**config.mk**
```make
export PLATFORM = sky130hd
export DESIGN_NAME = vertexinput_csr_regfile
export DESIGN_NICKNAME = d
export VERILOG_FILES = /design/src/rtl/vertexinput_reg_desc_pkg.sv /design/src/rtl/vertexinput_axil_slave_if.sv /design/src/rtl/vertexinput_csr_regfile.sv
export SDC_FILE = /design/constraint.sdc
export NUM_CORES = 1
export LEC_CHECK = 0
export CAP_MARGIN = 20
export CORE_AREA = 2 2 156 158
export DETAILED_ROUTE_END_ITERATION = 10
export DIE_AREA = 0 0 158 160
export HOLD_SLACK_MARGIN = 0.15
export PLACE_DENSITY_LB_ADDON = 0.15
export SLEW_MARGIN = 15
export SYNTH_ARGS = -nofsm -noshare
export SYNTH_HDL_FRONTEND = slang
export SYNTH_SLANG_ARGS = --single-unit
export TNS_END_PERCENT = 50
```
**constraint.sdc**
```tcl
create_clock -name aclk -period 4.1 [get_ports aclk]
set_input_delay 0.41 -clock aclk [delete_from_list [all_inputs] [get_ports aclk]]
set_output_delay 0.41 -clock aclk [all_outputs]
set_load 0.02 [all_outputs]
```
**src/rtl/vertexinput_reg_desc_pkg.sv**
```systemverilog
// vertexinput_reg_desc_pkg: register descriptor table, response codes and FSM state types
package vertexinput_reg_desc_pkg;

    localparam int NUM_REGS_DEFAULT = 2;
    localparam logic [1:0] RESP_OKAY   = 2'b00;
    localparam logic [1:0] RESP_SLVERR = 2'b10;

    typedef enum logic {WIDLE, WRESP} wr_state_t;
    typedef enum logic {RIDLE, RDATA} rd_state_t;

    typedef struct packed {
        logic [31:0] address;
        logic [31:0] rw;
        logic [31:0] w1c;
        logic [31:0] wo;
        logic [31:0] rc;
        logic [31:0] ro;
        logic [31:0] pulse;
    } reg_desc_t;

    // Control register: stored controls, two write-only strobes, one start pulse
    localparam reg_desc_t REG_DESC_0 = '{
        address: 32'h0000_0000, rw: 32'h07FF_FFFC, w1c: 32'h0, wo: 32'h0000_0003,
        rc: 32'h0, ro: 32'h0, pulse: 32'h0800_0000};
    // Status register: live status byte, read-clear counters, sticky w1c errors
    localparam reg_desc_t REG_DESC_1 = '{
        address: 32'h0000_0008, rw: 32'h0, w1c: 32'hFFFF_0000, wo: 32'h0,
        rc: 32'h0000_FF00, ro: 32'h0000_00FF, pulse: 32'h0};

    function automatic reg_desc_t get_desc(input int i);
        return (i == 1) ? REG_DESC_1 : REG_DESC_0;
    endfunction

endpackage

```
**src/rtl/vertexinput_axil_slave_if.sv**
```systemverilog
// vertexinput_axil_slave_if: AXI-lite write/read handshake FSMs feeding a register bank
module vertexinput_axil_slave_if
    import vertexinput_reg_desc_pkg::*;
#(
    parameter int ADDR_W = 32,
    parameter int DATA_W = 32
) (
    input  logic                  aclk,
    input  logic                  aresetn,
    input  logic [ADDR_W-1:0]     s_awaddr,
    input  logic                  s_awvalid,
    output logic                  s_awready,
    input  logic [DATA_W-1:0]     s_wdata,
    input  logic [DATA_W/8-1:0]   s_wstrb,
    input  logic                  s_wvalid,
    output logic                  s_wready,
    output logic [1:0]            s_bresp,
    output logic                  s_bvalid,
    input  logic                  s_bready,
    input  logic [ADDR_W-1:0]     s_araddr,
    input  logic                  s_arvalid,
    output logic                  s_arready,
    output logic [DATA_W-1:0]     s_rdata,
    output logic [1:0]            s_rresp,
    output logic                  s_rvalid,
    input  logic                  s_rready,
    output logic                  o_wr_commit,
    output logic [ADDR_W-1:0]     o_wr_addr,
    output logic [DATA_W-1:0]     o_wr_data,
    output logic [DATA_W/8-1:0]   o_wr_strb,
    output logic                  o_rd_req,
    output logic [ADDR_W-1:0]     o_rd_addr,
    input  logic [DATA_W-1:0]     i_rd_data,
    input  logic                  i_rd_err,
    input  logic                  i_wr_err
);

    wr_state_t r_wstate, w_wstate_nxt;
    rd_state_t r_rstate, w_rstate_nxt;
    logic r_aw_held, r_w_held;

    assign o_rd_addr = s_araddr;
    assign s_bvalid  = (r_wstate == WRESP);
    assign s_rvalid  = (r_rstate == RDATA);

    // Write FSM next state; readies gated by aresetn so they read 0 while in reset
    always_comb begin
        w_wstate_nxt = r_wstate;
        s_awready    = 1'b0;
        s_wready     = 1'b0;
        o_wr_commit  = 1'b0;
        if (r_wstate == WIDLE) begin
            s_awready   = aresetn & ~r_aw_held;
            s_wready    = aresetn & ~r_w_held;
            o_wr_commit = r_aw_held & r_w_held;
            w_wstate_nxt = o_wr_commit ? WRESP : WIDLE;
        end else if (s_bready) begin
            w_wstate_nxt = WIDLE;
        end
    end

    // Write channel capture, commit and response hold
    always_ff @(posedge aclk or negedge aresetn) begin
        if (!aresetn) begin
            r_wstate  <= WIDLE;
            r_aw_held <= 1'b0;
            r_w_held  <= 1'b0;
            o_wr_addr <= '0;
            o_wr_data <= '0;
            o_wr_strb <= '0;
            s_bresp   <= RESP_OKAY;
        end else begin
            r_wstate <= w_wstate_nxt;
            if (s_awvalid && s_awready) begin
                r_aw_held <= 1'b1;
                o_wr_addr <= s_awaddr;
            end
            if (s_wvalid && s_wready) begin
                r_w_held  <= 1'b1;
                o_wr_data <= s_wdata;
                o_wr_strb <= s_wstrb;
            end
            if (o_wr_commit) begin
                r_aw_held <= 1'b0;
                r_w_held  <= 1'b0;
                s_bresp   <= i_wr_err ? RESP_SLVERR : RESP_OKAY;
            end
        end
    end

    // Read FSM next state; a request is the AR handshake itself
    always_comb begin
        s_arready    = aresetn & (r_rstate == RIDLE);
        o_rd_req     = s_arready & s_arvalid;
        w_rstate_nxt = o_rd_req ? RDATA : (s_rvalid && s_rready) ? RIDLE : r_rstate;
    end

    // Read data/response captured at the AR handshake and held until rready
    always_ff @(posedge aclk or negedge aresetn) begin
        if (!aresetn) begin
            r_rstate <= RIDLE;
            s_rdata  <= '0;
            s_rresp  <= RESP_OKAY;
        end else begin
            r_rstate <= w_rstate_nxt;
            if (o_rd_req) begin
                s_rdata <= i_rd_err ? '0 : i_rd_data;
                s_rresp <= i_rd_err ? RESP_SLVERR : RESP_OKAY;
            end
        end
    end

endmodule

```
**src/rtl/vertexinput_csr_regfile.sv**
```systemverilog
// vertexinput_csr_regfile: AXI-lite CSR bank for vertex input; VERTEXINPUT_CSR_IRQ_EN enables irq_o
module vertexinput_csr_regfile
    import vertexinput_reg_desc_pkg::*;
#(
    parameter int NUM_REGS = NUM_REGS_DEFAULT,
    parameter int ADDR_W   = 32,
    parameter int DATA_W   = 32
) (
    input  logic                       aclk,
    input  logic                       aresetn,
    input  logic [ADDR_W-1:0]          s_awaddr,
    input  logic                       s_awvalid,
    output logic                       s_awready,
    input  logic [DATA_W-1:0]          s_wdata,
    input  logic [DATA_W/8-1:0]        s_wstrb,
    input  logic                       s_wvalid,
    output logic                       s_wready,
    output logic [1:0]                 s_bresp,
    output logic                       s_bvalid,
    input  logic                       s_bready,
    input  logic [ADDR_W-1:0]          s_araddr,
    input  logic                       s_arvalid,
    output logic                       s_arready,
    output logic [DATA_W-1:0]          s_rdata,
    output logic [1:0]                 s_rresp,
    output logic                       s_rvalid,
    input  logic                       s_rready,
    output logic [NUM_REGS*DATA_W-1:0] ctrl_o,
    output logic [NUM_REGS*DATA_W-1:0] pulse_o,
    input  logic [NUM_REGS*DATA_W-1:0] status_i,
    input  logic [NUM_REGS*DATA_W-1:0] event_i,
    output logic                       irq_o
);

    logic                             w_wr_commit, w_rd_req, w_rd_err, w_wr_err;
    logic [ADDR_W-1:0]                w_wr_addr, w_rd_addr;
    logic [DATA_W-1:0]                w_wr_data, w_rd_data, w_lane;
    logic [DATA_W/8-1:0]              w_wr_strb;
    logic [NUM_REGS-1:0]              w_wr_hit, w_rd_hit;
    logic [NUM_REGS-1:0][DATA_W-1:0]  w_rd_val;

    vertexinput_axil_slave_if #(.ADDR_W(ADDR_W), .DATA_W(DATA_W)) u_if (
        .aclk(aclk), .aresetn(aresetn),
        .s_awaddr(s_awaddr), .s_awvalid(s_awvalid), .s_awready(s_awready),
        .s_wdata(s_wdata), .s_wstrb(s_wstrb), .s_wvalid(s_wvalid), .s_wready(s_wready),
        .s_bresp(s_bresp), .s_bvalid(s_bvalid), .s_bready(s_bready),
        .s_araddr(s_araddr), .s_arvalid(s_arvalid), .s_arready(s_arready),
        .s_rdata(s_rdata), .s_rresp(s_rresp), .s_rvalid(s_rvalid), .s_rready(s_rready),
        .o_wr_commit(w_wr_commit), .o_wr_addr(w_wr_addr), .o_wr_data(w_wr_data),
        .o_wr_strb(w_wr_strb), .o_rd_req(w_rd_req), .o_rd_addr(w_rd_addr),
        .i_rd_data(w_rd_data), .i_rd_err(w_rd_err), .i_wr_err(w_wr_err)
    );

    assign w_wr_err = ~|w_wr_hit;
    assign w_rd_err = ~|w_rd_hit;

    // Byte-lane expansion of wstrb and OR-combination of the per-register read values
    always_comb begin
        w_lane    = '0;
        w_rd_data = '0;
        for (int b = 0; b < DATA_W/8; b++) w_lane[b*8 +: 8] = {8{w_wr_strb[b]}};
        for (int i = 0; i < NUM_REGS; i++) w_rd_data = w_rd_data | w_rd_val[i];
    end

    for (genvar g = 0; g < NUM_REGS; g++) begin : g_reg
        localparam reg_desc_t D = get_desc(g);
        localparam logic [DATA_W-1:0] M_ST = DATA_W'(D.rw | D.wo);
        localparam logic [DATA_W-1:0] M_W1C = DATA_W'(D.w1c);
        localparam logic [DATA_W-1:0] M_RC = DATA_W'(D.rc);
        localparam logic [DATA_W-1:0] M_EV = DATA_W'(D.w1c | D.rc);
        localparam logic [DATA_W-1:0] M_RD = DATA_W'(D.rw | D.w1c | D.rc);
        localparam logic [DATA_W-1:0] M_RO = DATA_W'(D.ro);
        localparam logic [DATA_W-1:0] M_PU = DATA_W'(D.pulse);
        logic [DATA_W-1:0] r_store, r_pulse, w_wr_nxt, w_nxt, w_wbits;
        logic w_wsel, w_rsel;
        assign w_wr_hit[g] = (w_wr_addr == ADDR_W'(D.address));
        assign w_rd_hit[g] = (w_rd_addr == ADDR_W'(D.address));
        assign w_wsel  = w_wr_commit & w_wr_hit[g];
        assign w_rsel  = w_rd_req & w_rd_hit[g];
        assign w_wbits = w_wr_data & w_lane;
        // Write effects first, then read-clear, then event set so events always win
        assign w_wr_nxt = w_wsel ? (((r_store & ~(w_lane & M_ST)) | (w_wbits & M_ST)) & ~(w_wbits & M_W1C)) : r_store;
        assign w_nxt = (w_rsel ? (w_wr_nxt & ~M_RC) : w_wr_nxt) | (event_i[g*DATA_W +: DATA_W] & M_EV);
        assign w_rd_val[g] = w_rd_hit[g] ? ((r_store & M_RD) | (status_i[g*DATA_W +: DATA_W] & M_RO)) : '0;
        assign ctrl_o[g*DATA_W +: DATA_W]  = r_store & M_ST;
        assign pulse_o[g*DATA_W +: DATA_W] = r_pulse;
        // Stored bits and one-cycle pulses following a committed write
        always_ff @(posedge aclk or negedge aresetn) begin
            if (!aresetn) begin
                r_store <= '0;
                r_pulse <= '0;
            end else begin
                r_store <= w_nxt & (M_ST | M_EV);
                r_pulse <= w_wsel ? (w_wbits & M_PU) : '0;
            end
        end
    end

`ifdef VERTEXINPUT_CSR_IRQ_EN
    logic [NUM_REGS-1:0] w_w1c_any;
    logic                r_irq;
    for (genvar g = 0; g < NUM_REGS; g++) begin : g_irq
        assign w_w1c_any[g] = |(g_reg[g].r_store & DATA_W'(get_desc(g).w1c));
    end
    // Interrupt follows any pending w1c bit one cycle later
    always_ff @(posedge aclk or negedge aresetn) begin
        if (!aresetn) r_irq <= 1'b0;
        else          r_irq <= |w_w1c_any;
    end
    assign irq_o = r_irq;
`else
    assign irq_o = 1'b0;
`endif

endmodule
```
* Word level (Yosys, flattened, before mapping) *
Cells that the tools add are included.

operators by class
  bitwise logic cells = 20
  divide/modulo/power cells = 0
  multipliers = 0
  eq/ne operators = 2
  reduce and logical (&&, ||, !) cells = 10
  order comparisons = 0
  $add $sub $neg = 0
  shifts and indexed selects = 0
  mux-type cells = 20

operators by type and width
  operator             count
  $mux 32              3
  $and 32x32->32       2
  $eq 32x4->1 const B  2
  $logic_not 32->1     2
  $or 32x32->32        2
  $not 32->32          1
  $or 32x8->32         1
  $mux 28              1
  $and 27x27->27       1
  $mux 27              1
  $not 27->27          1
  $or 27x27->27        1
  $mux 16              1
  $mux 1               12
  $and 1x1->1          8
  $reduce_bool 2->1    3
  $mux 2               2
  $reduce_or 2->1      2
  $logic_and 1x1->1    3
  $not 1->1            3

storage, ports and cells
  latch bits = 0
  register bits = 191
  bits in read-only memories = 0
  input port bits = 235
  RAM bits = 0
  output and inout bits = 170
  memories = 0

* Logic depth before layout (Yosys ltp) *
Gate-level depths: netlist (run 1).

  depth after elaboration = 6
  mapped depth = 6

* Modules after synthesis *
From an unflattened synthesis (run 1), not the netlist that was laid out.

unflattened totals
  cells, all modules = 653
  area, all modules = 8145.3 sq um

by module, submodules not included
  module                     area an instance (sq um)  instances  cells an instance  sequential area each (sq um)
  vertexinput_axil_slave_if  4735.8                    1          307                2652.5
  vertexinput_csr_regfile    3409.5                    1          346                1301.2

* Least setup slack after synthesis (run 1) *
No wires, ideal clock.

  path type = reg2reg
  start point = register u_if.r_wstate, in the netlist u_if.s_bvalid
  end point = register u_if.o_wr_addr[0]
  stages on the path, launching flop included = 7
  library setup time = 125 ps
  buffers on the path = 2
  data arrival time = 2054 ps
  setup slack = 1921 ps
  required time = 3975 ps
  path through = dfrtp_1 -> nand2b_1 -> nor2_1 -> and2_1 -> clkbuf_1 -> clkbuf_1 -> mux2_2

on the way
  cells in the longest elaborated chain, start to end = 2

ends and longest elaborated chain
  what                    line                             text
  start, declared         vertexinput_axil_slave_if.sv:38  wr_state_t r_wstate, w_wstate_nxt;
  start signal, assigned  vertexinput_axil_slave_if.sv:73  r_wstate <= w_wstate_nxt;
  $mux 1                  vertexinput_axil_slave_if.sv:52  if (r_wstate == WIDLE) begin
  named net s_awready     vertexinput_csr_regfile.sv:13    output logic s_awready,
  $logic_and 1x1->1       vertexinput_axil_slave_if.sv:74  if (s_awvalid && s_awready) begin
  end signal, assigned    vertexinput_axil_slave_if.sv:76  o_wr_addr <= s_awaddr;
  end, declared           vertexinput_axil_slave_if.sv:28  output logic [ADDR_W-1:0] o_wr_addr,

The timed path passes the listed nets, and every way through them passes these cells.
A chain may end at the register's enable or synchronous reset.

* Worst setup path in the final report (run 1) *
  start point = input aresetn
  end point = output s_awready

on the way
  cells in the longest elaborated chain, start to end = 2

ends and longest elaborated chain
  what             line                             text
  start, declared  vertexinput_csr_regfile.sv:10    input logic aresetn,
  $and 1x1->1      vertexinput_axil_slave_if.sv:53  s_awready = aresetn & ~r_aw_held;
  $mux 1           vertexinput_axil_slave_if.sv:52
  end, declared    vertexinput_csr_regfile.sv:13

Every way passes these cells.

==> run summary, run 1 <==
outcome: completed
Finished Layout Cells: 1122
Max Fanout on Critical Path: 60
Skew-Pair Late Insertion Delay: 420 ps
total track usage: 15.0%
Max Slew Vio Count: 0
Pre-Repair DR Iteration Count: 5
Detailed Route Iter0 Violations: 162
Tightest Pin Transition: 1080 ps
first-pass GRT wire length: 28500 um
synth top area cells: dfrtp_1, mux2_2, buf_4, mux2i_1, o31ai_1
pwr dens: 492 nW/um^2
drt wl/cell: 16.9 um
Die Span Y: 160 um
maximum clock path buffer count: 2
Synth Instances: 574
Ys Warns: 0
flop-to-flop setup slack: 1590 ps
post-synth top area share: 54.8%
Rel. slew slack: 28.1%
# hold bufs at CTS: 1
final setup TNS: 0 ps
R2R cell count: 4
htree depth: 4
Period minus WS final: 2850 ps
GRT Residual Overflow: 0
top_reg_cell synth: dfrtp_1
final hold violation count: 0
DRC violations left: 0
placed insts: 1085
fin crit share: 69.5%
total power: 0.00491 W
CP endpoint kind: primary output
full die area: 25300 um^2
Arr. time, crit path: 2440 ps
Ports: 405
Layout area overhead: 38.4%
Clock transition at path regs: 60 ps
CTS Buf Count: 17
postcts setup bufs: 0
Worst IR Drop VDD: 0.238 mV
root buffer cell: clkbuf_16
vias per cell: 4.32
Core Area: 23800 um^2
PostCTS Resize Cnt: 0
Synth Cell Area: 7210 um^2
fraction of registers with async set/reset: 100%
Vias: 4850
number of synthesized flops with an enable pin: 0
CP Launch Point: aresetn
chip width: 158 um
layout cells sized above 1: 17.7%
DRT antenna net count: 0
CP startpoint kind: input pin
GP Congestion: 0.753
worst r2r src: u_if.o_wr_addr[5]$_DFFE_PN0P_
largest net degree at the start of global routing: 61
#FFs+latches synth: 158
clock sinks: 158
Std-Cell Rows: 57
capture point of the worst path: s_awready
worst path required time: 3690 ps
post-synth top area cell: dfrtp_1
# setup viols final: 0
dpl hpwl: 14200 um
Port Buffer Count: 205
min-delay worst type: register to register
RSZ-0062 raised after global routing: false
final wirelength: 19000 um
Leakage: 4.29 nW
unique cell type count in the Yosys netlist: 33
WS Path Type: input pin to primary output
Initial Util: 30.3%
maximum capacitance violations: 0
Clock Skew: 10.8 ps
Mapped Avg Cell Area: 12.6 um^2
CTS tree: yes
vias in the first global route: 5057
sequential area share after synthesis: 54.8%
Highest Clock Rate: 0.351 GHz
initial antenna violation count: 4
Final nets: 1017
==> critical path, stage by stage <==
cell and delay (ps):
dlygate4sd3_1 550, buf_6 450, nand2b_1 150, nor2_1 190
clkdlybuf4s50_1 640
==> per-layer routing <==
layer | GRT usage [%] | up-vias | wire (um)
li1 | - | 2237 | -
met2 | 26.2 | 197 | 9700
met4 | 4.01 | 2 | 251
met1 | 17.3 | 2395 | 7290
met5 | 0 | - | 11
met3 | 5.54 | 19 | 1700
==> synth_stat cells (all sizes together), types with 3 or more instances <==
| master | n |
|---|---|
| a21o | 11 |
| a21oi | 16 |
| a22o | 7 |
| and2 | 3 |
| buf | 108 |
| clkbuf | 16 |
| dfrtp | 158 |
| mux2 | 95 |
| mux2i | 25 |
| nand2 | 30 |
| nand2b | 7 |
| nor2 | 21 |
| nor3 | 3 |
| nor3b | 16 |
| nor4 | 18 |
| o31ai | 25 |
==> metrics by stage <==
step                      cell area [um^2]  setup WS, ps  hold slack, ps  utilization [%]
after CTS                             9950          1210             482             41.8
after global placement                9220          1440             412             38.7
after global routing                  9970          1030             496             41.9
final                                 9980          1250             475             41.9
after detailed placement              9240          1370             419             38.8
after floorplan                       7590          1920             114                -
==> cell type report <==
class / count / area (um^2)
clock buffers: 17 / 425
well taps: 324 / 405
multi-input cells: 392 / 2780
repair buffers: 211 / 2120
inverters: 2 / 7.51
fillers: 2302 / 13800
clock inverters: 15 / 272
diodes: 3 / 7.51
flip-flops and latches: 158 / 3950
==> placed cells by master (no fill, tap or decap), types with 3 or more instances in the layout <==
cell type and instances:
a21o_1 11, a21oi_1 16, a22o_1 7, buf_4 3, bufinv_16 6, clkbuf_16 17
clkdlybuf4s50_1 203, conb_1 103, dfrtp_1 158, diode_2 3, inv_6 4, mux2_2 93
mux2i_1 25, nand2_1 29, nand2b_1 7, nor2_1 21, nor3b_1 16, nor4_1 13
nor4_4 3, o31ai_1 25
==> logic make-up (layout without fill, tap and decap cells) <==
logic type	Yosys count	count (layout)	synth area share [%]
AND/OR/NAND/NOR	108	108	8.94
buffers and inverters	126	245	12.0
AO/OA/AOI/OAI	61	61	5.87
flip-flops	158	158	54.8
multiplexers	120	120	18.3
other	1	106	0.0520
==> worst min path at each step <==
| stage | from | endpoint | slack, ps | depth (start not counted) |
|---|---|---|---|---|
| after floorplan | aresetn | async pin | 110 | 0 |
| after global placement | aresetn | u_if.s_rdata[13]$_DFFE_PN0P_ | 410 | 1 |
| after detailed placement | aresetn | u_if.s_rdata[13]$_DFFE_PN0P_ | 420 | 1 |
| after CTS | u_if.s_rdata[23]$_DFFE_PN0P_ | u_if.s_rdata[23]$_DFFE_PN0P_ | 480 | 2 |
| after global routing | g_reg[1].r_store[12]$_DFF_PN0_ | g_reg[1].r_store[12]$_DFF_PN0_ | 500 | 1 |
| final | u_if.s_rdata[23]$_DFFE_PN0P_ | u_if.s_rdata[23]$_DFFE_PN0P_ | 480 | 2 |
==> power breakdown <==
group,switching (W),internal (W)
combinational,0.000400,0.000521
sequential,0.000214,0.00192
clock,0.000690,0.00117
total,0.00130,0.00360
(Power assumes the default switching activity.)
==> run 2: changes to the inputs <==
==> constraint.sdc (replaced) <==
create_clock -name aclk -period 2.98 [get_ports aclk]
set_input_delay 0.298 -clock aclk [delete_from_list [all_inputs] [get_ports aclk]]
set_output_delay 0.298 -clock aclk [all_outputs]
set_load 0.02 [all_outputs]
==> run 2 against run 1 <==
  * Clock-buffer cell count grew 1
  * Sequential power grew 38%
  * Register-to-register slack lost 830 ps
  * Utilization shrank 0.27 points
  * Die area is the same
==> run summary, run 2 (same netlist as run 1, synthesis figures left out) <==
outcome: completed
final hold violation count: 0 (unchanged)
maximum clock path buffer count: 2 (unchanged)
vias in the first global route: 5101 (+0.87%)
final setup TNS: 0 ps (unchanged)
R2R cell count: 5 (+1)
Crit path buffers/inverters: 3 (unchanged)
Period minus WS final: 2360 ps
Ports: 405 (unchanged)
internal power: 0.00460 W (+28%)
CP Launch Point: aresetn
Tightest Pin Transition: 786 ps (-289 ps)
Pre-Repair DR Iteration Count: 4 (-1)
net load switching power: 0.00177 W (+36%)
Leakage: 4.25 nW (-0.87%)
CTS Buf Count: 17 (unchanged)
# setup viols final: 0 (unchanged)
Initial Util: 30.3% (unchanged)
CP endpoint kind: primary output
Skew-Pair Late Insertion Delay: 420 ps (about the same)
clock power share: 34.1% (-3.7 points)
GP Congestion: 0.759 (+0.72%)
Max stage delay on crit path: 710 ps (+70 ps)
GRT Residual Overflow: 0 (unchanged)
# hold bufs at CTS: 1 (unchanged)
drt wl/cell: 17.0 um (+0.46%)
Layout area overhead: 37.5%
Clock transition at path regs: 70 ps (about the same)
postcts setup bufs: 0 (unchanged)
Final nets: 1025 (+0.79%)
total track usage: 15.2% (+0.15 points)
Highest Clock Rate: 0.424 GHz
CTS tree: yes
Detailed Route Iter0 Violations: 116 (-28%)
Max Slew Vio Count: 0 (unchanged)
CP Depth: 4 (-1)
flop-to-flop setup slack: 760 ps (-830 ps)
DRT antenna net count: 0 (unchanged)
worst path required time: 2680 ps (-1010 ps)
maximum capacitance violations: 0 (unchanged)
root buffer cell: clkbuf_16
vias per cell: 4.27 (-1.1%)
dpl hpwl: 14400 um (+1.6%)
capture point of the worst path: s_arready
switching share of power: 27.7% (+1.2 points)
crit-path cells: dlygate4sd3_1 -> buf_6 -> nor2b_1 -> clkdlybuf4s50_1
commonest non-fill, non-tap cell in the layout: clkdlybuf4s50_1
chip width: 158 um (unchanged)
Clock Skew: 11.3 ps (+0.539 ps)
worst r2r src: u_if.o_wr_addr[24]$_DFFE_PN0P_
crit-path leading delay family: buffers and inverters
RSZ-0062 raised after global routing: false
final wirelength: 19100 um (+1.0%)
Max Fanout on Critical Path: 18 (-70%)
full die area: 25300 um^2 (unchanged)
htree depth: 4 (unchanged)
Worst path slowest cell: clkdlybuf4s50_1
Sequential Power Share: 46.0% (+2.6 points)
min-delay worst type: input pin to async pin
Std-Cell Rows: 57 (unchanged)
pwr dens: 643 nW/um^2 (+31%)
Vias: 4822 (-0.58%)
Arr. time, crit path: 2060 ps (-380 ps)
WS Path Type: input pin to primary output
fin crit share: 79.2%
clock sinks: 158 (unchanged)
Core Area: 23800 um^2 (unchanged)
initial antenna violation count: 2 (-2)
first-pass GRT wire length: 28800 um (+0.89%)
layout cells sized above 1: 18.4% (+0.70 points)
Die Span Y: 160 um (unchanged)
CP startpoint kind: input pin
Worst IR Drop VDD: 0.338 mV (+42%)
Comb power frac: 19.9% (+1.1 points)
commonest non-fill, non-tap cells in the layout: clkdlybuf4s50_1, dfrtp_1, conb_1, mux2_2, nand2_1
DP Worst Slack: 758 ps (-609 ps)
Setup WS post-layout: 621 ps (-629 ps)
largest net degree at the start of global routing: 61 (unchanged)
DRC violations left: 0 (unchanged)
Rel. slew slack: 47.6% (+19 points)
PostCTS Resize Cnt: 0 (unchanged)
Port Buffer Count: 205 (unchanged)
-- run 2: power by group through the flow --
stage,Sequential (W),Clock (W),Combinational [W]
after CTS,0.00293,0.00225,0.00129
after detailed placement,0.00297,0,0.00129
after global routing,0.00300,0.00235,0.00139
after global placement,0.00294,0,0.00125
after floorplan,0.00288,0,0.000969
final,0.00293,0.00217,0.00127
-- run 2: layer usage --
layer	part of all wire, %	vias up	routed length (um)	GRT usage (%)
li1	-	2246	-	-
met5	0.037	-	7	0
met3	8.4	16	1610	5.37
met2	51	189	9770	26.4
met1	40	2369	7580	17.6
met4	0.91	2	175	4.30
-- run 2: stage by stage --
stage | hold WS (ps) | instance area [um^2] | util (%) | std cells | power [W]
after floorplan | 2.41 | 7590 | - | 676 | 0.00385
after global routing | 310 | 9910 | 41.6 | 1127 | 0.00674
after detailed placement | 157 | 9310 | 39.1 | 1094 | 0.00426
after global placement | 155 | 9310 | 39.1 | 1094 | 0.00418
after CTS | 304 | 9910 | 41.6 | 1127 | 0.00648
final | 321 | 9910 | 41.6 | 1128 | 0.00637
-- run 2: worst reg2reg max path, stage by stage, from the launching register on --
cell	delay [ps]
dfrtp_1	400
nor4_2	350
nand4_2	380
nor4_4	380
buf_4	240
mux2_2	360
-- run 2: worst min-delay path by stage --
stage / cells past startpoint / start / to
after CTS: 2 / aresetn / u_if.s_rdata[5]$_DFFE_PN0P_
after global routing: 2 / aresetn / u_if.s_rdata[5]$_DFFE_PN0P_
after floorplan: 0 / aresetn / async pin
after detailed placement: 1 / aresetn / u_if.s_rdata[9]$_DFFE_PN0P_
final: 2 / aresetn / u_if.s_rdata[5]$_DFFE_PN0P_
after global placement: 1 / aresetn / u_if.s_rdata[9]$_DFFE_PN0P_
-- run 2: final cells by class --
| cell class | count | area (um^2) |
|---|---|---|
| Sequential cell | 158 | 3950 |
| Multi-Input combinational cell | 392 | 2780 |
| Clock inverter | 14 | 160 |
| Inverter | 2 | 7.51 |
| Clock buffer | 18 | 429 |
| Timing Repair Buffer | 219 | 2170 |
| Tap cell | 324 | 405 |
| Fill cell | 2280 | 13900 |
| Antenna cell | 1 | 2.50 |
